<file path="src/rtl/coding_bit_serializer_if.sv">
// Handshake bundle between the word source, the bit serializer and coding_queue.
// The master side drives words and back-pressure; the slave side is the serializer.
interface coding_bit_serializer_if #(
    parameter int WIDTH = 16
);
    logic [WIDTH-1:0] data_in;
    logic             data_valid;
    logic             data_ready;
    logic             queue_full;
    logic             bit_output;
    logic             wrreq;
    logic             busy;
    logic             word_done;

    modport master (
        output data_in,
        output data_valid,
        output queue_full,
        input  data_ready,
        input  bit_output,
        input  wrreq,
        input  busy,
        input  word_done
    );

    modport slave (
        input  data_in,
        input  data_valid,
        input  queue_full,
        output data_ready,
        output bit_output,
        output wrreq,
        output busy,
        output word_done
    );
endinterface

</file>
<file path="src/rtl/coding_bit_serializer.sv">
// Parallel-to-serial front end for coding_queue: one bit per clock, stalls on
// queue_full, and a one-word holding register so back-to-back words stream gap-free.
module coding_bit_serializer #(
    parameter int WIDTH     = 16,
    parameter bit LSB_FIRST = 1'b1
) (
    input  logic                    clk,
    input  logic                    rst_n,
    coding_bit_serializer_if.slave  bus
);
    localparam int CW = $clog2(WIDTH);
    localparam logic [CW-1:0] LAST_CNT = CW'(WIDTH - 1);

    typedef enum logic {IDLE, SHIFT} state_t;

    state_t           state_q, state_d;
    logic [WIDTH-1:0] sreg_q, sreg_d;
    logic [WIDTH-1:0] hold_q, hold_d;
    logic [CW-1:0]    cnt_q, cnt_d;
    logic             hold_valid_q, hold_valid_d;
    logic             word_done_q, word_done_d;

    logic accept;
    logic last;
    logic free;

    assign bus.data_ready = !hold_valid_q;
    assign bus.wrreq      = (state_q == SHIFT) && !bus.queue_full;
    assign bus.busy       = (state_q == SHIFT) || hold_valid_q;
    assign bus.word_done  = word_done_q;
    assign bus.bit_output = (state_q == SHIFT) ?
                            (LSB_FIRST ? sreg_q[0] : sreg_q[WIDTH-1]) : 1'b0;

    assign accept = bus.data_valid && !hold_valid_q;
    assign last   = bus.wrreq && (cnt_q == LAST_CNT);
    assign free   = (state_q == IDLE) || last;

    // A finishing word hands sreg to the held word first, else to an incoming one
    always_comb begin
        state_d      = state_q;
        sreg_d       = sreg_q;
        hold_d       = hold_q;
        cnt_d        = cnt_q;
        hold_valid_d = hold_valid_q;
        word_done_d  = last;

        if (bus.wrreq && !last) begin
            sreg_d = LSB_FIRST ? (sreg_q >> 1) : (sreg_q << 1);
            cnt_d  = cnt_q + CW'(1);
        end

        if (free) begin
            if (hold_valid_q) begin
                sreg_d       = hold_q;
                cnt_d        = '0;
                state_d      = SHIFT;
                hold_valid_d = 1'b0;
            end else if (accept) begin
                sreg_d  = bus.data_in;
                cnt_d   = '0;
                state_d = SHIFT;
            end else begin
                state_d = IDLE;
            end
        end else if (accept) begin
            hold_d       = bus.data_in;
            hold_valid_d = 1'b1;
        end
    end

    always_ff @(posedge clk or negedge rst_n) begin
        if (!rst_n) begin
            state_q      <= IDLE;
            sreg_q       <= '0;
            hold_q       <= '0;
            cnt_q        <= '0;
            hold_valid_q <= 1'b0;
            word_done_q  <= 1'b0;
        end else begin
            state_q      <= state_d;
            sreg_q       <= sreg_d;
            hold_q       <= hold_d;
            cnt_q        <= cnt_d;
            hold_valid_q <= hold_valid_d;
            word_done_q  <= word_done_d;
        end
    end
endmodule

</file>
<file path="src/flat_wrapper.sv">
// flat-port wrapper written by rule: the top's interface ports become plain ports
module coding_bit_serializer_flat 
#(
    parameter int WIDTH     = 16,
    parameter bit LSB_FIRST = 1'b1
)
  (clk, rst_n, bus_data_in, bus_data_valid, bus_queue_full, bus_data_ready, bus_bit_output, bus_wrreq, bus_busy, bus_word_done);
  coding_bit_serializer_if #(.WIDTH(WIDTH)) bus_i ();
  input  logic clk;
  input  logic rst_n;
  input wire logic [$bits(bus_i.data_in)-1:0] bus_data_in;
  input wire logic [$bits(bus_i.data_valid)-1:0] bus_data_valid;
  input wire logic [$bits(bus_i.queue_full)-1:0] bus_queue_full;
  output wire logic [$bits(bus_i.data_ready)-1:0] bus_data_ready;
  output wire logic [$bits(bus_i.bit_output)-1:0] bus_bit_output;
  output wire logic [$bits(bus_i.wrreq)-1:0] bus_wrreq;
  output wire logic [$bits(bus_i.busy)-1:0] bus_busy;
  output wire logic [$bits(bus_i.word_done)-1:0] bus_word_done;
  assign bus_i.data_in = bus_data_in;
  assign bus_i.data_valid = bus_data_valid;
  assign bus_i.queue_full = bus_queue_full;
  assign bus_data_ready = bus_i.data_ready;
  assign bus_bit_output = bus_i.bit_output;
  assign bus_wrreq = bus_i.wrreq;
  assign bus_busy = bus_i.busy;
  assign bus_word_done = bus_i.word_done;
  coding_bit_serializer #(.WIDTH(WIDTH), .LSB_FIRST(LSB_FIRST)) u_core (.clk(clk), .rst_n(rst_n), .bus(bus_i));
endmodule
</file>
<file path="config.mk">
export PLATFORM = sky130hd
export DESIGN_NAME = coding_bit_serializer_flat
export DESIGN_NICKNAME = d
export VERILOG_FILES = /design/src/rtl/coding_bit_serializer_if.sv /design/src/rtl/coding_bit_serializer.sv /design/src/flat_wrapper.sv
export SDC_FILE = /design/constraint.sdc
export NUM_CORES = 1
export LEC_CHECK = 0
export CORE_MARGIN = 4
export CORE_UTILIZATION = 45
export DETAILED_ROUTE_END_ITERATION = 12
export MAX_ROUTING_LAYER = met4
export PLACE_DENSITY = 0.67
export SYNTH_ARGS = -nofsm -noshare
export SYNTH_HDL_FRONTEND = slang
export SYNTH_SLANG_ARGS = --single-unit
</file>
<file path="constraint.sdc">
create_clock -name clk -period 2.8 [get_ports clk]
set_clock_uncertainty 0.05 [all_clocks]
set_input_delay 0.84 -clock clk [delete_from_list [all_inputs] [get_ports clk]]
set_output_delay 0.84 -clock clk [all_outputs]
set_load 0.1 [all_outputs]
</file>
; Word-level counts from Yosys, hierarchy flattened
; Cells that the tools add are included.
[classes]
add_sub_neg = 1
eq_ne = 1
mux = 13
n_bitwise = 2
n_reduce_logical = 11
[op_table]
columns = operator, n
row1 = $mux W16, 4
row2 = $mux W4, 4
row3 = $mux W1, 5
row4 = $add A4 B1 Y4 const B, 1
row5 = $eq A4 B4 Y1 const B, 1
row6 = $logic_and A1 B1 Y1, 4
row7 = $logic_not A1 Y1, 3
row8 = $logic_or A1 B1 Y1, 2
row9 = $not A1 Y1, 2
row10 = $reduce_and A2 Y1, 1
row11 = $reduce_bool A2 Y1, 1
[word_totals]
ff_bits = 39
inputBits = 20
out_inout_bits = 5
word_cells = 34

; Logic depth before layout (Yosys ltp)
; Gate-level depths: netlist of the first run.
[depth]
word_depth = 9
depth_mapped = 5
mapped_depth_nobuf = 4

; Worst setup path before layout of the first run
; OpenSTA, ideal clock, no wires.
[synth_path]
path_type = in2out
start = input port bus_queue_full
end = output port bus_wrreq
arrival_time_ns = 1.648
required_ns = 1.910
path_slack_ns = 0.262
path_stages = 3
path_buffers = 1
cell_sequence = nand2b_2 -> inv_1 -> buf_2
[synth_between]
elab_chain_cells = 2
[synth_rtl]
columns = element, line
row1 = from (decl), flat_wrapper.sv:13  ; input wire logic [$bits(bus_i.queue_full)-1:0] bus_queue_full;
row2 = $logic_not A1 Y1, coding_bit_serializer.sv:28  ; assign bus.wrreq = (state_q == SHIFT) && !bus.queue_full;
row3 = $logic_and A1 B1 Y1, coding_bit_serializer.sv:28
row4 = to (decl), flat_wrapper.sv:16  ; output wire logic [$bits(bus_i.wrreq)-1:0] bus_wrreq;
; No other way between the ends.

; Final worst setup path of the first run
; Ends and elaborated chain as after synthesis.

==> key figures, run 1 <==
Cells and area
  • Commonest non-fill, non-tap cells in the layout: dfrtp_1 (39), clkdlybuf4s50_1 (18), a22o_1 (16)
  • Area grow syn2layout: 20.8%
  • Layout cells sized above 1: 0.239
  • Fill cells: 338
  • Antenna cell count: 0
  • Core Util, Final: 0.573
  • # nets final: 201
  • Commonest non-fill, non-tap cell in the layout: dfrtp_1

Die
  • Initial Utilization: 0.474
  • Die width: between 70 and 80 um
  • Top Ports: 25
  • Die H: 73.4 um
  • Core box area: just over 4000 um2
  • Die area: 5390 um2
  • # rows: 23

Worst setup path
  • Crit path required time: 1910 ps
  • Crit-path cells: clkdlybuf4s50_1 -> nand2b_2 -> inv_1 -> buf_12
  • Crit Path Max Fanout: 2
  • CP startpoint kind: input pin
  • RR Endpoint: u_core.sreg_q[5]$_DFF_PN0_
  • CP Capture Point: bus_wrreq
  • Worst path arrival time: 1750 ps
  • Worst setup EP type: output port
  • Setup Crit Path Kind: input pin to output port
  • Reg2Reg Depth: 5
  • Crit-path slowest cell: clkdlybuf4s50_1
  • R2r setup slk: ~900 ps
  • FF-to-FF Start: u_core.cnt_q[0]$_DFF_PN0_
  • Worst setup path start: bus_queue_full
  • Max stage delay on crit path: 420 ps

Synth
  • Area of the mapped netlist: 1920 um2
  • Syn_nets: about 170
  • Async S/R FF share, synth: 1.00
  • Cells after synthesis: 151
  • Mux cell area share after synthesis: 0.113
  • Synth Warn #: 0
  • Largest family of logic cells by synthesized area: compound AO/OA/AOI/OAI gates
  • Simple-gate share of the synthesized area: 0.127
  • Seq/Total Area, Yosys: 0.507
  • Main synth FF type: dfrtp_1
  • Number of distinct library cells after synthesis: 34
  • Synth Area in XOR/XNOR: 0.00455
  • Syn Area/Cell: approximately 13 um2
  • Adder-cell area share of the yosys netlist: 0.00650
  • Flops & latches, synth: 39
  • Compound-Gate Fraction of Synth Area: 0.200
  • Post-synth EDFFs: 0

Clock network
  • Post-CTS Repair Setup Buffers: 0
  • Worst-skew pair later-pin latency: 280 ps
  • Max Buffers Root-to-Sink: 2
  • Clk pin slew, worst setup/hold paths: 70 ps
  • Deepest level of the CTS H-tree: 2
  • CTS tree: built
  • CTS Sinks: 39
  • Total CTS buffers: 5
  • CTS hold repair buffers: 0
  • CTS root buf: clkbuf_8
  • Post-CTS resize count: 0

Power
  • Peak supply drop: 445 uV
  • Total power: roughly 2.1 mW
  • Pwr dens: 903 nW/um2
  • Leakage power figure: 1.13 nW

Timing
  • Rel. slew slack: 0.429
  • Fin crit share: 0.944
  • Final setup vio count: 0
  • Max Clk Rate: roughly 380 MHz
  • Max Slew Vio Count: 0
  • Minimum clock period: between 2000 and 3000 ps
  • Total Neg Setup Slack: 0 ps
  • Worst-margin pin slew: around 860 ps
  • Final Hold Vio Count: 0
  • Hold Worst Slack: 459 ps
  • RSZ-0062 raised after global routing: false

Detailed routing
  • Post-DRT Antenna Nets: 0
  • Via density: 5.87
  • Initial drt markers: 68
  • Vias: about 1.3k
  • Final WL: ~3.9 mm
  • Wirelength per Cell: 16.8 um
  • First-pass DRT Iterations: 4
  • # DRC: 0

Hold path
  • Worst Hold Class: flip-flop to flip-flop

GRT
  • Vias in the first global route: 1,430
  • Global-route wire length before repair: about 6.7 mm
  • Largest net degree at the start of global routing: 40
  • Initial antenna violation count: 0
  • GRT Residual Overflow: 0
  • Total routing usage reported by global routing: 0.167

Place
  • Port Buffers: 24
  • GP Congestion: 0.768
  • Hpwl dp: 2.63 mm

Flow run
  • Max_cap viols: 0

Outcome
  • Outcome: finished clean
[layout make-up]
type / count / area [um2] / share of cell area
Sequential cell: 39 / 976 / 0.420
Clock buffer: 6 / 82.6 / 0.0355
Inverter: 3 / 11.3 / 0.00484
Clock inverter: 1 / 5.00 / 0.00215
Timing Repair Buffer: 32 / 320 / 0.138
Multi-Input combinational cell: 99 / 867 / 0.373
Tap cell: 50 / 62.6 / 0.0269
[flip-flops by register name (all words and copies together), names as in the netlist]
name                  flops
u_core.cnt_q              4
u_core.bus.word_done      1
u_core.sreg_q            16
u_core.state_q            1
u_core.hold_valid_q       1
u_core.hold_q            16
[synth_stat cells, types with 3 or more instances]
library cell	count	share of area
dfrtp_1	39	0.51
a22o_1	16	0.073
a221o_1	15	0.078
and3_1	15	0.049
mux2_4	10	0.078
mux2_2	6	0.035
nand2_1	4	0.0078
nor2_1	4	0.0078
o21ai_0	4	0.010
a21oi_1	3	0.0078
buf_6	3	0.018
clkbuf_1	3	0.0059
inv_1	3	0.0059
[logic make-up after synthesis]
logic type      after synthesis
fa+ha+maj                     1
compound gates               43
buf+inv                      13
mux                          16
simple gates                 38
xor+xnor                      1
flops                        39
[worst min-delay path by stage]
stage | start | depth (start not counted) | slack [ps] | end
after floorplan | u_core.sreg_q[10]$_DFF_PN0_ | 1 | 420 | u_core.sreg_q[10]$_DFF_PN0_
after global placement | u_core.sreg_q[2]$_DFF_PN0_ | 1 | 440 | u_core.sreg_q[2]$_DFF_PN0_
after detailed placement | u_core.hold_q[14]$_DFFE_PN0P_ | 1 | 440 | u_core.hold_q[14]$_DFFE_PN0P_
after CTS | u_core.hold_q[14]$_DFFE_PN0P_ | 1 | 460 | u_core.hold_q[14]$_DFFE_PN0P_
after global routing | u_core.sreg_q[9]$_DFF_PN0_ | 1 | 470 | u_core.sreg_q[9]$_DFF_PN0_
final | u_core.hold_q[3]$_DFFE_PN0P_ | 1 | 460 | u_core.hold_q[3]$_DFFE_PN0P_
[layer usage]
metal	share of wire	track usage
met1	0.46	0.221
met2	0.49	0.259
met3	0.041	0.0342
met4	0.012	0.0503
met5	0	-
[through the flow]
stage	instances	worst slack, ps	area [um2]
4_1_cts	230	146	2320
2_1_floorplan	151	262	1920
3_3_place_gp	223	158	2240
3_5_place_dp	223	149	2240
5_1_grt	230	97.4	2320
6_report	230	157	2320
[power by group]
part	switching (mW)	internal (mW)	total (mW)
sequential	0.165	0.802	0.967
combinational	0.317	0.441	0.758
clock	0.180	0.193	0.373
[worst max-delay path, delay by kind of cell]
kind | cells | cell delay, ps
buf+inv | 3 | 720
simple gates | 1 | 190
Note: power is estimated with default switching activity, not from simulation.
==> run 2, diff against run 1 <==
--- a/config.mk
+++ b/config.mk
@@ -10,6 +10,7 @@
 export DETAILED_ROUTE_END_ITERATION = 12
 export MAX_ROUTING_LAYER = met4
 export PLACE_DENSITY = 0.67
+export SLEW_MARGIN = 20
 export SYNTH_ARGS = -nofsm -noshare
 export SYNTH_HDL_FRONTEND = slang
 export SYNTH_SLANG_ARGS = --single-unit
==> results of run 2 <==
Final layout, timing and power as in run 1 (identical DEF).
